`src/rtl/seq_divider_8bit_pkg.sv`:
```
// Shared types and defaults for the sequential restoring divider.
package seq_divider_8bit_pkg;

    localparam int WIDTH_DEFAULT = 8;

    typedef enum logic [1:0] {
        IDLE = 2'd0,
        RUN  = 2'd1,
        DONE = 2'd2
    } state_t;

endpackage

```
`src/rtl/seq_divider_8bit_if.sv`:
```
// Start/busy/done request and result bundle for the divide path.
interface seq_divider_8bit_if #(
    parameter int WIDTH = 8
);
    logic             start;
    logic [WIDTH-1:0] dividend;
    logic [WIDTH-1:0] divisor;
    logic             busy;
    logic             done;
    logic [WIDTH-1:0] quotient;
    logic [WIDTH-1:0] remainder;
    logic             div_by_zero;

    modport master (
        output start, dividend, divisor,
        input  busy, done, quotient, remainder, div_by_zero
    );

    modport slave (
        input  start, dividend, divisor,
        output busy, done, quotient, remainder, div_by_zero
    );
endinterface

```
`src/rtl/seq_divider_8bit_div_step.sv`:
```
// One combinational restoring-division step: shift in a dividend bit, trial-subtract the divisor.
module seq_divider_8bit_div_step #(
    parameter int WIDTH = 8
) (
    input  logic [WIDTH-1:0] rem,
    input  logic             bit_in,
    input  logic [WIDTH-1:0] divisor,
    output logic [WIDTH-1:0] rem_next,
    output logic             q_bit
);
    logic [WIDTH-1:0] rem_shifted;
    logic [WIDTH:0]   trial;

    // NOTE: every always_comb output is assigned on every path, so no latch is inferred.
    always_comb begin
        rem_shifted = {rem[WIDTH-2:0], bit_in};
        trial       = {1'b0, rem_shifted} - {1'b0, divisor};
        // A set rem MSB means the shifted value already exceeds any divisor.
        q_bit       = rem[WIDTH-1] | ~trial[WIDTH];
        rem_next    = q_bit ? trial[WIDTH-1:0] : rem_shifted;
    end
endmodule

```
`src/rtl/seq_divider_8bit.sv`:
```
// Sequential unsigned restoring divider: one quotient bit per clock, start/busy/done handshake.
module seq_divider_8bit
    import seq_divider_8bit_pkg::*;
#(
    parameter int WIDTH = WIDTH_DEFAULT
) (
    input  logic               clk,
    input  logic               rst,
    seq_divider_8bit_if.slave  bus
);
    localparam int CW = $clog2(WIDTH) + 1;

    state_t           state;
    logic [WIDTH-1:0] rem_r;
    logic [WIDTH-1:0] q_r;
    logic [WIDTH-1:0] dvsr_r;
    logic [CW-1:0]    count;

    logic [WIDTH-1:0] rem_next;
    logic [WIDTH-1:0] q_next;
    logic             q_bit;

    seq_divider_8bit_div_step #(.WIDTH(WIDTH)) u_step (
        .rem      (rem_r),
        .bit_in   (q_r[WIDTH-1]),
        .divisor  (dvsr_r),
        .rem_next (rem_next),
        .q_bit    (q_bit)
    );

    assign q_next = {q_r[WIDTH-2:0], q_bit};

    // NOTE: state and registered outputs use non-blocking assignments so every
    // register samples the pre-edge values, independent of statement order.
    always_ff @(posedge clk or posedge rst) begin
        if (rst) begin
            state           <= IDLE;
            rem_r           <= '0;
            q_r             <= '0;
            dvsr_r          <= '0;
            count           <= '0;
            bus.busy        <= 1'b0;
            bus.done        <= 1'b0;
            bus.quotient    <= '0;
            bus.remainder   <= '0;
            bus.div_by_zero <= 1'b0;
        end else begin
            bus.done <= 1'b0;
            case (state)
                IDLE, DONE: begin
                    if (bus.start && bus.divisor != '0) begin
                        dvsr_r   <= bus.divisor;
                        rem_r    <= '0;
                        q_r      <= bus.dividend;
                        count    <= '0;
                        bus.busy <= 1'b1;
                        state    <= RUN;
                    end else if (bus.start) begin
                        bus.quotient    <= '1;
                        bus.remainder   <= bus.dividend;
                        bus.div_by_zero <= 1'b1;
                        bus.done        <= 1'b1;
                        state           <= DONE;
                    end else begin
                        state <= IDLE;
                    end
                end
                RUN: begin
                    rem_r <= rem_next;
                    q_r   <= q_next;
                    count <= count + 1'b1;
                    if (count == CW'(WIDTH - 1)) begin
                        bus.quotient    <= q_next;
                        bus.remainder   <= rem_next;
                        bus.div_by_zero <= 1'b0;
                        bus.busy        <= 1'b0;
                        bus.done        <= 1'b1;
                        state           <= DONE;
                    end
                end
                default: state <= IDLE;
            endcase
        end
    end
endmodule
```
`src/flat_wrapper.sv`:
```
// flat-port wrapper written by rule: the top's interface ports become plain ports
module seq_divider_8bit_flat import seq_divider_8bit_pkg::*;
#(
    parameter int WIDTH = WIDTH_DEFAULT
)
  (clk, rst, bus_start, bus_dividend, bus_divisor, bus_busy, bus_done, bus_quotient, bus_remainder, bus_div_by_zero);
  seq_divider_8bit_if #(.WIDTH(WIDTH)) bus_i ();
  input  logic clk;
  input  logic rst;
  input wire logic [$bits(bus_i.start)-1:0] bus_start;
  input wire logic [$bits(bus_i.dividend)-1:0] bus_dividend;
  input wire logic [$bits(bus_i.divisor)-1:0] bus_divisor;
  output wire logic [$bits(bus_i.busy)-1:0] bus_busy;
  output wire logic [$bits(bus_i.done)-1:0] bus_done;
  output wire logic [$bits(bus_i.quotient)-1:0] bus_quotient;
  output wire logic [$bits(bus_i.remainder)-1:0] bus_remainder;
  output wire logic [$bits(bus_i.div_by_zero)-1:0] bus_div_by_zero;
  assign bus_i.start = bus_start;
  assign bus_i.dividend = bus_dividend;
  assign bus_i.divisor = bus_divisor;
  assign bus_busy = bus_i.busy;
  assign bus_done = bus_i.done;
  assign bus_quotient = bus_i.quotient;
  assign bus_remainder = bus_i.remainder;
  assign bus_div_by_zero = bus_i.div_by_zero;
  seq_divider_8bit #(.WIDTH(WIDTH)) u_core (.clk(clk), .rst(rst), .bus(bus_i));
endmodule
```
`config.mk`:
```
export PLATFORM = sky130hd
export DESIGN_NAME = seq_divider_8bit_flat
export DESIGN_NICKNAME = d
export VERILOG_FILES = /design/src/rtl/seq_divider_8bit_pkg.sv /design/src/rtl/seq_divider_8bit_if.sv /design/src/rtl/seq_divider_8bit_div_step.sv /design/src/rtl/seq_divider_8bit.sv /design/src/flat_wrapper.sv
export SDC_FILE = /design/constraint.sdc
export NUM_CORES = 1
export LEC_CHECK = 0
export CAP_MARGIN = 5
export CORE_MARGIN = 2
export CORE_UTILIZATION = 42
export CTS_CLUSTER_SIZE = 28
export DETAILED_ROUTE_END_ITERATION = 10
export PLACE_DENSITY_LB_ADDON = 0.05
export RECOVER_POWER = 100
export SKIP_CTS_REPAIR_TIMING = 1
export SLEW_MARGIN = 15
export SYNTH_ARGS = -nofsm -noshare
export SYNTH_HDL_FRONTEND = slang
export SYNTH_SLANG_ARGS = --single-unit
```
`constraint.sdc`:
```
create_clock -name clk -period 2.5 [get_ports clk]
set_clock_uncertainty 0.1 [all_clocks]
set_input_delay 0.375 -clock clk [delete_from_list [all_inputs] [get_ports clk]]
set_output_delay 0.375 -clock clk [all_outputs]
set_load 0.005 [all_outputs]
```
### Yosys cells after proc, flatten, opt, wreduce, memory -nomap -nowiden

Index checks and enable logic that the tools add are counted.

* register bits after elaboration: 49
* latch bits: 0
* RAM bits: 0
* bits in read-only memories: 0
* bits of input ports: 19
* output and inout bits: 19
* logic and storage cells: 59
* memories kept: 0

* $add $sub $neg: 2
* multiply operators: 0
* div/mod/pow operators: 0
* magnitude comparators: 0
* eq/ne operators: 7
* shifts and indexed selects: 0
* muxes and demuxes: 29
* bitwise logic cells: 2
* reductions and logical operators: 9

Operators with widths (count)
* 8-bit 2-to-1 mux: 9
* 8-bit one-hot mux with 2 select lines: 4
* 8-bit by 8-bit subtractor with 9-bit output: 1
* 4-bit one-hot mux with 2 select lines: 1
* 8-bit nonzero test: 1
* 1-bit 2-to-1 mux: 7
* 2-bit 2-to-1 mux: 3
* 1-bit one-hot mux with 2 select lines: 3
* 4-bit by 1-bit adder with 4-bit output (second input constant): 1
* 4-bit by 3-bit equality test with 1-bit output (second input constant): 1
* 4-bit 2-to-1 mux: 1
* 2-bit by 1-bit inequality test with 1-bit output (second input constant): 2
* 2-bit inequality test (second input constant): 2
* 2-bit one-hot mux with 2 select lines: 1
* 2-bit AND reduction: 2
* 4-bit AND reduction: 1
* 3-bit AND reduction: 1
* 2-bit by 1-bit equality test with 1-bit output (second input constant): 1
* 2-bit equality test (second input constant): 1
* 2-bit logical NOT: 1
* 2-bit nonzero test: 1
* 2-bit OR reduction: 1
* 1-bit logical AND: 1
* 1-bit NOT: 1
* 1-bit bitwise OR: 1

### Depth between registers and ports, before layout

Gate-level depths: netlist (run 1).

* depth after elaboration: 6
* gate-level depth with buffers: 9
* mapped depth without buffers: 9

### Hierarchy

From an unflattened synthesis (run 1), not the netlist that was laid out.

* cell total of the unflattened synthesis: 250
* area, all modules: 2600.0 µm²

By module, submodules not included
* seq_divider_8bit: instances 1, cells each 186, area each 2107.0 µm², seq. area each 1226.2 µm²
* seq_divider_8bit_div_step: instances 1, cells each 64, area each 493.0 µm², seq. area each 0.0 µm²

### Worst setup path after synthesis (run 1)

No wires, ideal clock.

* path type: register to register
* start: register u_core.q_r[7]
* end: register u_core.bus.remainder[3]
* library setup time: 0.126 ns
* data arrival time: 2.101 ns
* required time: 2.274 ns
* path slack: 0.173 ns
* cell stages (with the launch flop): 10
* path buffers: 0
* period minus slack after synthesis: 2.327 ns
* path through: dfrtp_1 inv_1 ha_1 inv_1 fa_1 a211oi_2 o31ai_4 o211ai_4 nor2_1 o32a_1

* word-level cells in the longest chain between the ends: 6

Ends and longest elaborated chain
* start: declaration: line seq_divider_8bit.sv:15 `logic [WIDTH-1:0] q_r;`
* start signal: assignment: line seq_divider_8bit.sv:54 `q_r <= bus.dividend;`
* start signal: assignment: line seq_divider_8bit.sv:70 `q_r <= q_next;`
* 8-bit by 8-bit subtractor with 9-bit output (*): line seq_divider_8bit_div_step.sv:17 `trial = {1'b0, rem_shifted} - {1'b0, divisor};`
* 1-bit NOT: line seq_divider_8bit_div_step.sv:19 `q_bit = rem[WIDTH-1] | ~trial[WIDTH];`
* 1-bit bitwise OR: line seq_divider_8bit_div_step.sv:19
* 8-bit 2-to-1 mux (*): line seq_divider_8bit_div_step.sv:20 `rem_next = q_bit ? trial[WIDTH-1:0] : rem_shifted;`
* 8-bit 2-to-1 mux (*): line seq_divider_8bit.sv:72 `if (count == CW'(WIDTH - 1)) begin`
* 8-bit one-hot mux with 2 select lines (*): line seq_divider_8bit.sv:49 `case (state)`
* end signal: assignment: line seq_divider_8bit.sv:60 `bus.remainder <= bus.dividend;`
* end signal: assignment: line seq_divider_8bit.sv:74 `bus.remainder <= rem_next;`
* end: declaration: line seq_divider_8bit_if.sv:21 `output busy, done, quotient, remainder, div_by_zero`

Mark *: on every way between the ends. The rest lies on a longest branch, timed or not. The select of a mux whose other input is x is not followed.
A chain may end at the register's enable or synchronous reset.

### Final worst setup path (run 1)

* start: register u_core.q_r[7]
* end: register u_core.bus.remainder[0]

* word-level cells in the longest chain between the ends: 6

Ends and longest elaborated chain (line)
* 8-bit by 8-bit subtractor with 9-bit output: seq_divider_8bit_div_step.sv:17
* 1-bit NOT: seq_divider_8bit_div_step.sv:19
* 1-bit bitwise OR: seq_divider_8bit_div_step.sv:19
* 8-bit 2-to-1 mux (*): seq_divider_8bit_div_step.sv:20
* 8-bit 2-to-1 mux (*): seq_divider_8bit.sv:72
* 8-bit one-hot mux with 2 select lines (*): seq_divider_8bit.sv:49

Marked as above.

==> run metrics, run 1 <==
final core occ 56.2%; setup slack after layout -0.0409 ns; worst-margin pin slew 1.26 ns; maximum root-to-sink buffer count 2; Synth Instances 258; # setup viols final 3; Reg-to-Reg End u_core.bus.remainder[0]; worst skew pair latency 0.31 ns; Max-slew headroom 16.3%; pwr dens 1510 mW/mm^2; most frequent cells in the layout nand2_1, dfrtp_1, nor2_1, dlygate4sd3_1, clkdlybuf4s50_1; Slew Viols, Final 0; Yosys warnings 0; clock sink count 49; RSZ-0062 raised after global routing true; max-cap check violation count 0; H-tree depth 2; Starting DRT DRC Count 75; async set-reset flop share out of synthesis 100%; Core Region 0.00554 sq mm; ANT nets after route 0; Worst Setup End Kind register; Pleak roughly 1.4 nW; status complete, but fails checks; Post-synth EDFFs 0; data arrival time of the worst path 2.64 ns; layout cell share with drive strength beyond 1 between 10% and 20%; critical path class register to register; drt via density 5.08; CP required about 2.6 ns; Critical Path Sink u_core.bus.remainder[0]; Worst Hold Class register to register; fin crit share 102%; vias in the first global route 1,902; CTS tree yes; Synth cell types 41; Initial Util a little over two fifths; first-pass GRT wire length approximately 9300 microns; Placer Congestion about 0.83; CTS root buffer clkbuf_8; synthesized flop and latch total 49; Fillers 540; post-detail-place hpwl 4090 microns; Reg-to-Reg Start u_core.q_r[7]; Port-buffer cells 37; die area 0.00638 sq mm; io pins 38; Cells after DPL 371; register-to-register path setup slack -0.04 ns; initial antenna violation count 0; startpoint types register; Crit. Startpoint u_core.q_r[7]; syn avg cell area 9.37 sq um; num rows 27; Worst Reg2Reg Path Length in Cells 10; final period demand of the worst path between 2 and 3 ns; Finished Layout Cells 385; total power 4.69 mW; largest net degree at the start of global routing 50; DR DRC count 0; clock slew at reported path FFs 0.10 ns; failing checks setup timing; Syn-to-layout area delta 28.8%; routed wire length between 5000 and 6000 microns; Synth Cell Area 0.00242 sq mm; flip-flop and latch area approximately 0.0012 sq mm; Final Hold Fails 0; commonest non-fill, non-tap cell in the layout nand2_1; Peak VDD IR 0.571 mV; ys flop type dfrtp_1; Vias 1,956; Max FO, Critical Path 6; WL/cell 14.4 microns; final-stage net count 341; Syn Nets 287; hold_ws about 0.38 ns; Overflow after GRT 0; Die Y 79.9 microns; Total Routing Usage GR a little under a fifth; sequential fraction of the synthesis area 50.7%; worst hold start u_core.dvsr_r[3]; CTS buffer count 5; Die W 79.9 microns; Antenna Cells 0; Multi-input gate area around 0.0012 sq mm; fmax 0.394 GHz; DRT Pass-1 Iters 4
metal layers:
layer	share of wire [%]	track usage [%]	vias to the layer above
met3	3.3	4.41	5
met5	0	0	-
met1	50	26.0	911
li1	-	-	1005
met2	46	30.3	35
met4	0.90	4.24	0
through the flow:
| stage | area (sq um) | worst slack (ns) | setup TNS, ns |
|---|---|---|---|
| 2_1_floorplan | 2420 | 0.173 | 0 |
| 4_1_cts | 3030 | -0.0517 | -0.110 |
| 3_5_place_dp | 2940 | -0.0239 | -0.0352 |
| 6_report | 3110 | -0.0409 | -0.0810 |
| 3_3_place_gp | 2940 | 0.0562 | 0 |
| 5_1_grt | 3110 | -0.153 | -1.27 |
kinds of logic (layout without fill, tap and decap cells):
| group | after synthesis | in the layout | share of synthesized area [%] |
|---|---|---|---|
| XOR/XNOR | 5 | 5 | 1.81 |
| AO/OA/AOI/OAI | 50 | 50 | 16.4 |
| AND/OR/NAND/NOR | 124 | 124 | 22.3 |
| buffers and inverters | 20 | 75 | 3.26 |
| flip-flops | 49 | 49 | 50.7 |
| adder cells (fa/ha/maj) | 10 | 10 | 5.49 |
worst min path at each step:
stage | endpoint | slack [ns] | depth (start not counted)
global route | u_core.dvsr_r[3] | 0.42 | 2
global placement | u_core.dvsr_r[1] | 0.36 | 2
floorplan | u_core.dvsr_r[1] | 0.35 | 2
CTS | u_core.dvsr_r[3] | 0.39 | 2
finish | u_core.dvsr_r[3] | 0.38 | 2
detailed placement | u_core.dvsr_r[3] | 0.36 | 2
state kept, by name (all words and copies together) (netlist names):
register                cells
u_core.count                4
u_core.bus.busy             1
u_core.bus.done             1
u_core.bus.div_by_zero      1
u_core.bus.quotient         8
u_core.bus.remainder        8
u_core.dvsr_r               8
u_core.q_r                  8
u_core.state                2
u_core.rem_r                8
cell type report:
type,instances,share of cell area [%]
clock inverter,3,0.683
tap,72,2.89
clock buffer,5,2.21
inverter,10,1.29
sequential,49,39.4
multi-input combinational,189,37.3
timing repair buffer,57,16.3
synthesized netlist by cell type, drive strengths merged (2+ instances only):
library cell,n,area (sq um)
inv,10,37.5
nor2,41,154
buf,4,18.8
dfrtp,49,1230
a211o,6,52.6
nor4,2,12.5
and2,2,12.5
o32a,6,60.1
a21o,3,23.8
a21oi,12,60.1
nor3,7,35.0
nand2,51,191
a41oi,2,25.0
o21ai,7,35.0
nand3,7,35.0
a22o,3,26.3
ha,9,113
a31oi,3,18.8
xnor2,4,35.0
and3,7,43.8
clkbuf,6,22.5
nor2b,2,12.5
power breakdown:
part | leakage (nW) | total, mW | internal [mW] | switching [mW]
sequential | 0.571 | 1.40 | 1.17 | 0.231
clock | 0.0445 | 0.478 | 0.199 | 0.279
combinational | 0.784 | 2.81 | 1.37 | 1.43
critical path: stages (launching register included):
cell	delay, ns
dfrtp_1	0.39
inv_2	0.08
ha_4	0.14
inv_4	0.04
fa_2	0.42
a211oi_4	0.31
o31ai_4	0.12
o211ai_4	0.31
buf_6	0.15
nor2_2	0.03
o32a_1	0.33
Power figures use the tool's default switching activity.
==> inputs of run 2 (changes only) <==
--- a/config.mk
+++ b/config.mk
@@ -17,3 +17,4 @@
 export SYNTH_ARGS = -nofsm -noshare
 export SYNTH_HDL_FRONTEND = slang
 export SYNTH_SLANG_ARGS = --single-unit
+export TNS_END_PERCENT = 1
==> run 2 against run 1 <==
Net effect: the run still ends with setup timing left; utilization shrank 0.14 points; sequential power is essentially flat; combinational power shrank 1%; first-iteration DRC count grew 9.3%; largest power group unchanged; clock-buffer cell count is the same; setup slack lost 0.0027 ns; hold slack is essentially flat; global-route usage is the same; die area is the same; sequential share of layout area grew 0.095 points; cell count shrank 0.26%; highest routed layer unchanged; non-clock buffer count shrank 1.
==> run metrics, run 2 (same netlist as run 1, synthesis figures left out) <==
layout cell share with drive strength beyond 1 between 10% and 20%; final period demand of the worst path ~2.5 ns; final-stage net count 340; RSZ-0062 raised after global routing true; clock slew at reported path FFs approximately 0.10 ns; first-pass GRT wire length 9270 microns; Peak VDD IR about 0.57 mV; Reg-to-Reg End u_core.bus.remainder[0]; data arrival time of the worst path 2.64 ns; Worst Setup End Kind register; clock sink count 49; Core Region 0.00554 sq mm; Reg-to-Reg Start u_core.q_r[7]; Vias 1,958; WL/cell 14.4 microns; maximum root-to-sink buffer count 2; met1 usage 26.0%; met2 Usage GRT 30.3%; startpoint types register; largest net degree at the start of global routing 50; Max-slew headroom approximately 17%; CTS buffer count 5; Top Usage Layer GRT met2; Max FO, Critical Path 6; io pins 38; Die W 79.9 microns; CTS tree yes; vias in the first global route about 1,900; Fillers between 500 and 600; worst hold start u_core.dvsr_r[7]; pwr dens between 1000 and 1500 mW/mm^2; # setup viols final 3; hold depth 2; GR Layer Usage met3 about 4.4%; fmax 0.393 GHz; design area 0.00311 sq mm; Pleak 1.39 nW; Worst Hold Class register to register; Overflow after GRT 0; routed wire length between 5000 and 6000 microns; die area about 0.0064 sq mm; commonest non-fill, non-tap cell in the layout nand2_1; worst-margin pin slew 1.25 ns; Placer Congestion 0.829; dpl cell area slightly below 0.003 sq mm; status complete, but fails checks; setup slack after layout -0.0436 ns; Starting DRT DRC Count 82; most frequent cells in the layout nand2_1, dfrtp_1, nor2_1, dlygate4sd3_1, clkdlybuf4s50_1; Antenna Cells 0; fin crit share 102%; Total Routing Usage GR 18.8%; Initial Util 43.6%; DR DRC count 0; Slew Viols, Final 0; final core occ 56.1%; Hold Crit Endpoint u_core.dvsr_r[7]; CTS root buffer clkbuf_8; H-tree depth 2; Final Hold Fails 0; drt via density 5.10; post-detail-place hpwl ~4100 microns; max-cap check violation count 0; critical path class register to register; failing checks setup timing; Syn-to-layout area delta 28.5%; Worst Reg2Reg Path Length in Cells 10; Finished Layout Cells 384; register-to-register path setup slack -0.04 ns; Cells after DPL 371; Die Y 79.9 microns; num rows 27; total power between 4 and 5 mW; CP required 2.60 ns; Port-buffer cells 37; ANT nets after route 0; initial antenna violation count 0; DRT Pass-1 Iters 4; worst skew pair latency 0.31 ns
run 2: layout make-up:
| class | count | area, sq um | share of cell area [%] |
|---|---|---|---|
| tap | 72 | 90.1 | 2.90 |
| timing repair buffer | 56 | 499 | 16.1 |
| inverter | 10 | 40.0 | 1.29 |
| clock inverter | 3 | 21.3 | 0.685 |
| clock buffer | 5 | 68.8 | 2.22 |
| sequential | 49 | 1230 | 39.5 |
| multi-input combinational | 189 | 1160 | 37.3 |
run 2: routing by layer:
layer	wire, microns	up-vias	share of wire (%)
li1	-	1008	-
met1	2730	912	49
met2	2550	33	46
met3	183	5	3.3
met4	48	0	0.87
met5	0	-	0
run 2: stage by stage:
stage               setup TNS [ns]  setup slack (ns)  hold WS [ns]
floorplan                        0             0.173         0.346
global placement                 0            0.0562         0.361
detailed placement         -0.0352           -0.0239         0.363
CTS                         -0.110           -0.0517         0.385
global route                 -1.28            -0.153         0.420
finish                     -0.0829           -0.0436         0.382
run 2: worst max-delay path by stage:
| stage | end | start | slack [ns] | cells after the start |
|---|---|---|---|---|
| after global routing | u_core.bus.remainder[5] | u_core.q_r[7] | -0.15 | 10 |
| after global placement | u_core.bus.remainder[4] | u_core.q_r[7] | 0.06 | 9 |
| after detailed placement | u_core.bus.remainder[3] | u_core.q_r[7] | -0.02 | 9 |
| final | u_core.bus.remainder[0] | u_core.q_r[7] | -0.04 | 10 |
| after floorplan | u_core.bus.remainder[3] | u_core.q_r[7] | 0.17 | 9 |
| after CTS | u_core.bus.remainder[3] | u_core.q_r[7] | -0.05 | 9 |
run 2: worst max-delay path: stages, from the launching register on:
cell and delay, ns:
dfrtp_1 0.39, inv_2 0.08, ha_4 0.14, inv_4 0.04, fa_2 0.42, a211oi_4 0.31, o31ai_4 0.12, o211ai_4 0.31
buf_6 0.15, nor2_2 0.03, o32a_1 0.33
run 2: power by group:
part / leakage, nW / switching, mW / internal (mW)
sequential: 0.571 / 0.231 / 1.17
clock: 0.0445 / 0.277 / 0.199
combinational: 0.779 / 1.43 / 1.35
total: 1.39 / 1.93 / 2.72
==> inputs of run 3 (changes only) <==
--- a/config.mk
+++ b/config.mk
@@ -5,12 +5,14 @@
 export SDC_FILE = /design/constraint.sdc
 export NUM_CORES = 1
 export LEC_CHECK = 0
+export ABC_CLOCK_PERIOD_IN_PS = 2500
 export CAP_MARGIN = 5
 export CORE_MARGIN = 2
 export CORE_UTILIZATION = 42
 export CTS_CLUSTER_SIZE = 28
 export DETAILED_ROUTE_END_ITERATION = 10
-export PLACE_DENSITY_LB_ADDON = 0.05
+export GPL_ROUTABILITY_DRIVEN = 0
+export PLACE_DENSITY_LB_ADDON = 0.1
 export RECOVER_POWER = 100
 export SKIP_CTS_REPAIR_TIMING = 1
 export SLEW_MARGIN = 15
==> run 3 against run 2 <==
Net effect: the flow now finishes without violations; total power is 1.8% higher; sequential power hardly changed; utilization is 0.95 points higher; register-to-register slack better by 0.09 ns; critical path depth stayed put; cell count stayed put; setup slack better by 0.087 ns; clock power is 4% higher; critical endpoint is now u_core.bus.remainder[3].
==> run metrics, run 3 (same netlist as run 1, synthesis figures left out) <==
first-pass GRT wire length 8880 microns; Max stage delay on crit path 0.42 ns; worst skew pair latency ~0.3 ns; maximum root-to-sink buffer count 2; CP required roughly 2.6 ns; Slew Viols, Final 0; Hold Crit Endpoint u_core.dvsr_r[4]; setup slack after layout roughly 0.043 ns; Max-slew headroom 38.9%; clock sink count 49; clock slew at reported path FFs 0.09 ns; H-tree depth 2; Initial Util 43.6%; # setup viols final 0; Final Hold Fails 0; Reg-to-Reg Start u_core.dvsr_r[0]; register-to-register path setup slack 0.04 ns; final period demand of the worst path ~2.5 ns; Total Routing Usage GR 18.3%; CTS buffer count 5; Starting DRT DRC Count 89; final core occ between 50% and 60%; CTS root buffer clkbuf_8; Max FO, Critical Path 8; Pleak 1.41 nW; Clk pwr share approximately a tenth; Seq pwr share 29.7%; Fillers 520; drt via density 5.17; Vias about 2,000; cell mode on critical path buf_4; CTS tree yes; worst path buffer plus inverter count 3; top sig layer met4; io pins 38; Die W 79.9 microns; worst-margin pin slew 0.916 ns; commonest non-fill, non-tap cell in the layout nand2_1; final-stage net count 340; Place WS -0.0190 ns; initial antenna violation count 0; critical path class register to register; switching portion of total power 41.6%; status complete, no violations; combinational share of power 59.9%; fin crit share 98.3%; largest net degree at the start of global routing 26; Syn-to-layout area delta 30.6%; max-cap check violation count 0; pwr dens 1500 mW/mm^2; cells along the critical path ha_4 > inv_2 > fa_2 > a211oi_4 > o31ai_4 > buf_4 > o21ai_1 > buf_4 > and3_4 > o32a_1; num rows 27; Overflow after GRT 0; hold_ws 0.380 ns; Worst Reg2Reg Path Length in Cells 10; WL/cell around 14 microns; Worst Hold Class register to register; DR WL met3 242 microns; Worst Setup End Kind register; Peak VDD IR 0.559 mV; layout cell share with drive strength beyond 1 16.0%; data arrival time of the worst path 2.55 ns; WL met2 roughly 2700 microns; Int Power 2.77 mW; routed wire length roughly 5500 microns; startpoint types register; DR DRC count 0; vias in the first global route 1,856; die area 0.00638 sq mm; worst hold start u_core.dvsr_r[4]; Core Region 0.00554 sq mm; post-detail-place hpwl 3990 microns; Die Y 79.9 microns; crit-path leading delay family compound AO/OA/AOI/OAI gates; Port-buffer cells 37; DRT Pass-1 Iters 4; Antenna Cells 0; Met1 Routed Length 2510 microns; Reg-to-Reg End u_core.bus.remainder[3]; Max stage delay cell, worst path dfrtp_1; P_sw 1.97 mW; RSZ-0062 raised after global routing true; most frequent cells in the layout nand2_1, dfrtp_1, nor2_1, dlygate4sd3_1, clkdlybuf4s50_1; fmax 0.407 GHz; ANT nets after route 0; hold depth 2
-- run 3: cell types whose count changed in the layout (fill, tap and decap cells not counted), sizes merged --
cell | previous run | this run
buf | 13 | 15
clkinvlp | 1 | 0
clkbuf | 11 | 10
-- run 3: layer usage --
metal  track usage, %  vias to the layer above
met4             4.58                        0
li1                 -                      997
met3             4.52                        4
met5                0                        -
met1             24.9                      936
met2             29.3                       47
-- run 3: area by class of cell --
| type | count | area, sq um | area share, % |
|---|---|---|---|
| Sequential cell | 49 | 1230 | 38.8 |
| Multi-Input combinational cell | 189 | 1190 | 37.8 |
| Tap cell | 72 | 90.1 | 2.85 |
| Timing Repair Buffer | 56 | 514 | 16.3 |
| Clock inverter | 2 | 13.8 | 0.436 |
| Inverter | 10 | 37.5 | 1.19 |
| Clock buffer | 6 | 82.6 | 2.61 |
-- run 3: metrics by stage --
| step | power, mW | cells | setup TNS (ns) | area, sq um |
|---|---|---|---|---|
| 6_report | 4.74 | 384 | 0 | 3160 |
| 5_1_grt | 5.16 | 384 | -0.503 | 3160 |
| 4_1_cts | 4.47 | 377 | -0.122 | 3050 |
| 3_5_place_dp | 3.96 | 369 | -0.0248 | 2950 |
| 3_3_place_gp | 3.93 | 369 | 0 | 2950 |
| 2_1_floorplan | 3.13 | 258 | 0 | 2420 |
-- run 3: worst max-delay path by stage --
stage | start | slack [ns] | endpoint | depth (start not counted)
floorplan | u_core.q_r[7] | 0.17 | u_core.bus.remainder[3] | 9
global placement | u_core.q_r[7] | 0.04 | u_core.bus.remainder[4] | 9
detailed placement | u_core.q_r[7] | -0.02 | u_core.bus.remainder[3] | 9
CTS | u_core.q_r[7] | -0.05 | u_core.bus.remainder[3] | 9
global route | u_core.q_r[7] | -0.06 | u_core.bus.remainder[4] | 9
finish | u_core.dvsr_r[0] | 0.04 | u_core.bus.remainder[3] | 10
-- run 3: worst reg2reg max path: cells and delay by family, from the launching register on --
kind                     cells  cell delay (ns)
AO/OA/AOI/OAI                4             0.81
buffers and inverters        3             0.42
flip-flops                   1             0.42
adder cells (fa/ha/maj)      2             0.42
AND/OR/NAND/NOR              1             0.19
-- run 3: power groups by stage --
| stage | Clock [mW] | Sequential, mW | Combinational [mW] |
|---|---|---|---|
| 2_1_floorplan | 0 | 1.37 | 1.76 |
| 3_3_place_gp | 0 | 1.41 | 2.52 |
| 3_5_place_dp | 0 | 1.42 | 2.54 |
| 4_1_cts | 0.513 | 1.40 | 2.56 |
| 5_1_grt | 0.553 | 1.46 | 3.15 |
| 6_report | 0.495 | 1.40 | 2.84 |
==> edit, RTL diff (flow settings as in run 3) <==
Set the package constant `WIDTH_DEFAULT` to 16 (it was 8).
--- a/src/rtl/seq_divider_8bit_pkg.sv
+++ b/src/rtl/seq_divider_8bit_pkg.sv
@@ -1,7 +1,7 @@
 // Shared types and defaults for the sequential restoring divider.
 package seq_divider_8bit_pkg;
 
-    localparam int WIDTH_DEFAULT = 8;
+    localparam int WIDTH_DEFAULT = 16;
 
     typedef enum logic [1:0] {
         IDLE = 2'd0,
Interface: changed (resized bus_dividend, bus_divisor, bus_quotient and bus_remainder); port bits go from 38 to 70. No check against the original RTL was run, so the function may have changed too.
==> edit against run 3 <==
Worst setup slack worse by 0.0084 ns. Sequential share of layout area down 4.6 points. Largest cell class is now multi-input gates. Synthesized area up 97%. Wire length up 130%. Design area up 110%. Largest power group unchanged. Non-clock buffer count up 97. First-iteration DRC count up 100%. Sequential cell count up 41. Total power up 130%.
==> edit: results <==
metrics = {
    "status": {
        "status": "finished, final reports clean",
    },
    "routing": {
        "via_per_inst": 5.325,
        "drt_iter0_drc": 178,
        "wirelength_mm": 12.60,
    },
    "yosys": {
        "synthMuxAreaShare_pct": 5.943,
        "synthTopCellsByArea": "dfrtp_1 (47%), nor2_1 (6.6%), ha_1 (4.7%)",
        "syn_avg_cell_area_um2": 9.479,
        "post_synth_num_cell_types": 59,
        "synth_common_cells": "dfrtp_1 (90), nor2_1 (84), a21oi_1 (28)",
        "syn_nets": 556,
        "synth_fa_ha_area_share_pct": 5.154,
        "yosysSeqAreaShare_pct": 47.33,
        "synthXorXnorAreaFrac_pct": 1.288,
    },
    "cts": {
        "clkTransAtPathRegs_ns": 0.07,
        "clkLatencyLatePin_ns": 0.34,
        "cts_buffers": 9,
        "htree_levels": 3,
        "root_buffer": "clkbuf_16",
    },
    "placement": {
        "portBuffers": 69,
        "post-place-ws_ns": -0.1766,
        "dp_cells": 764,
        "dpl-instance-area_mm2": 0.006165,
    },
    "pwr": {
        "ir_drop_uv": 814.2,
        "leakage_nw": 2.978,
    },
    "sta": {
        "max_freq_ghz": 0.4057,
        "hold_ws_ns": 0.3823,
        "slew_headroom_pct": 34.50,
    },
    "setup_path": {
        "reg2reg_depth": 9,
        "crit_fanout": 5,
    },
    "final_layout": {
        "antenna_cells": 0,
        "finalNetCount": 693,
        "drive_above_1_share_pct": 22.83,
    },
    "grt": {
        "grt.total_usage_pct": 20.86,
        "grt_start_max_net_pins": 59,
        "grt_pass1_wl_mm": 20.62,
        "first_global_vias": 4137,
    },
    "worst_hold_path": {
        "hold-path-endpoint": "u_core.bus.busy$_DFFE_PP0P_",
        "worstHoldStart": "u_core.bus.busy$_DFFE_PP0P_",
    },
}
edit: cell types whose count changed after synthesis, sizes merged, moves of 15 or more:
cell	run 3	this run
a21oi	12	30
dfrtp	49	90
inv	10	25
mux2	0	18
nand2	51	27
nor2	41	85
o21ai	7	23
o22ai	1	24
edit: layout make-up:
class	instances	area (µm²)
inverters	25	95.09
fillers	1010	4352
well taps	140	175.2
clock buffers	12	236.5
flip-flops and latches	90	2253
clock inverters	4	52.55
multi-input cells	360	2455
repair buffers	153	1316
edit: per-layer routing:
layer / up-vias / part of all wire (%) / track usage [%] / wire [µm]
li1: 2062 / - / - / -
met1: 2009 / 48 / 29.14 / 6004
met2: 94 / 48 / 34.07 / 6045
met3: 10 / 3.5 / 3.238 / 443
met4: 0 / 0.89 / 5.417 / 112
met5: - / 0 / 0 / 0
edit: power breakdown:
part           switching, mW  internal, mW
logic                   3.28          3.50
clock network          0.562         0.778
registers              0.482          2.18
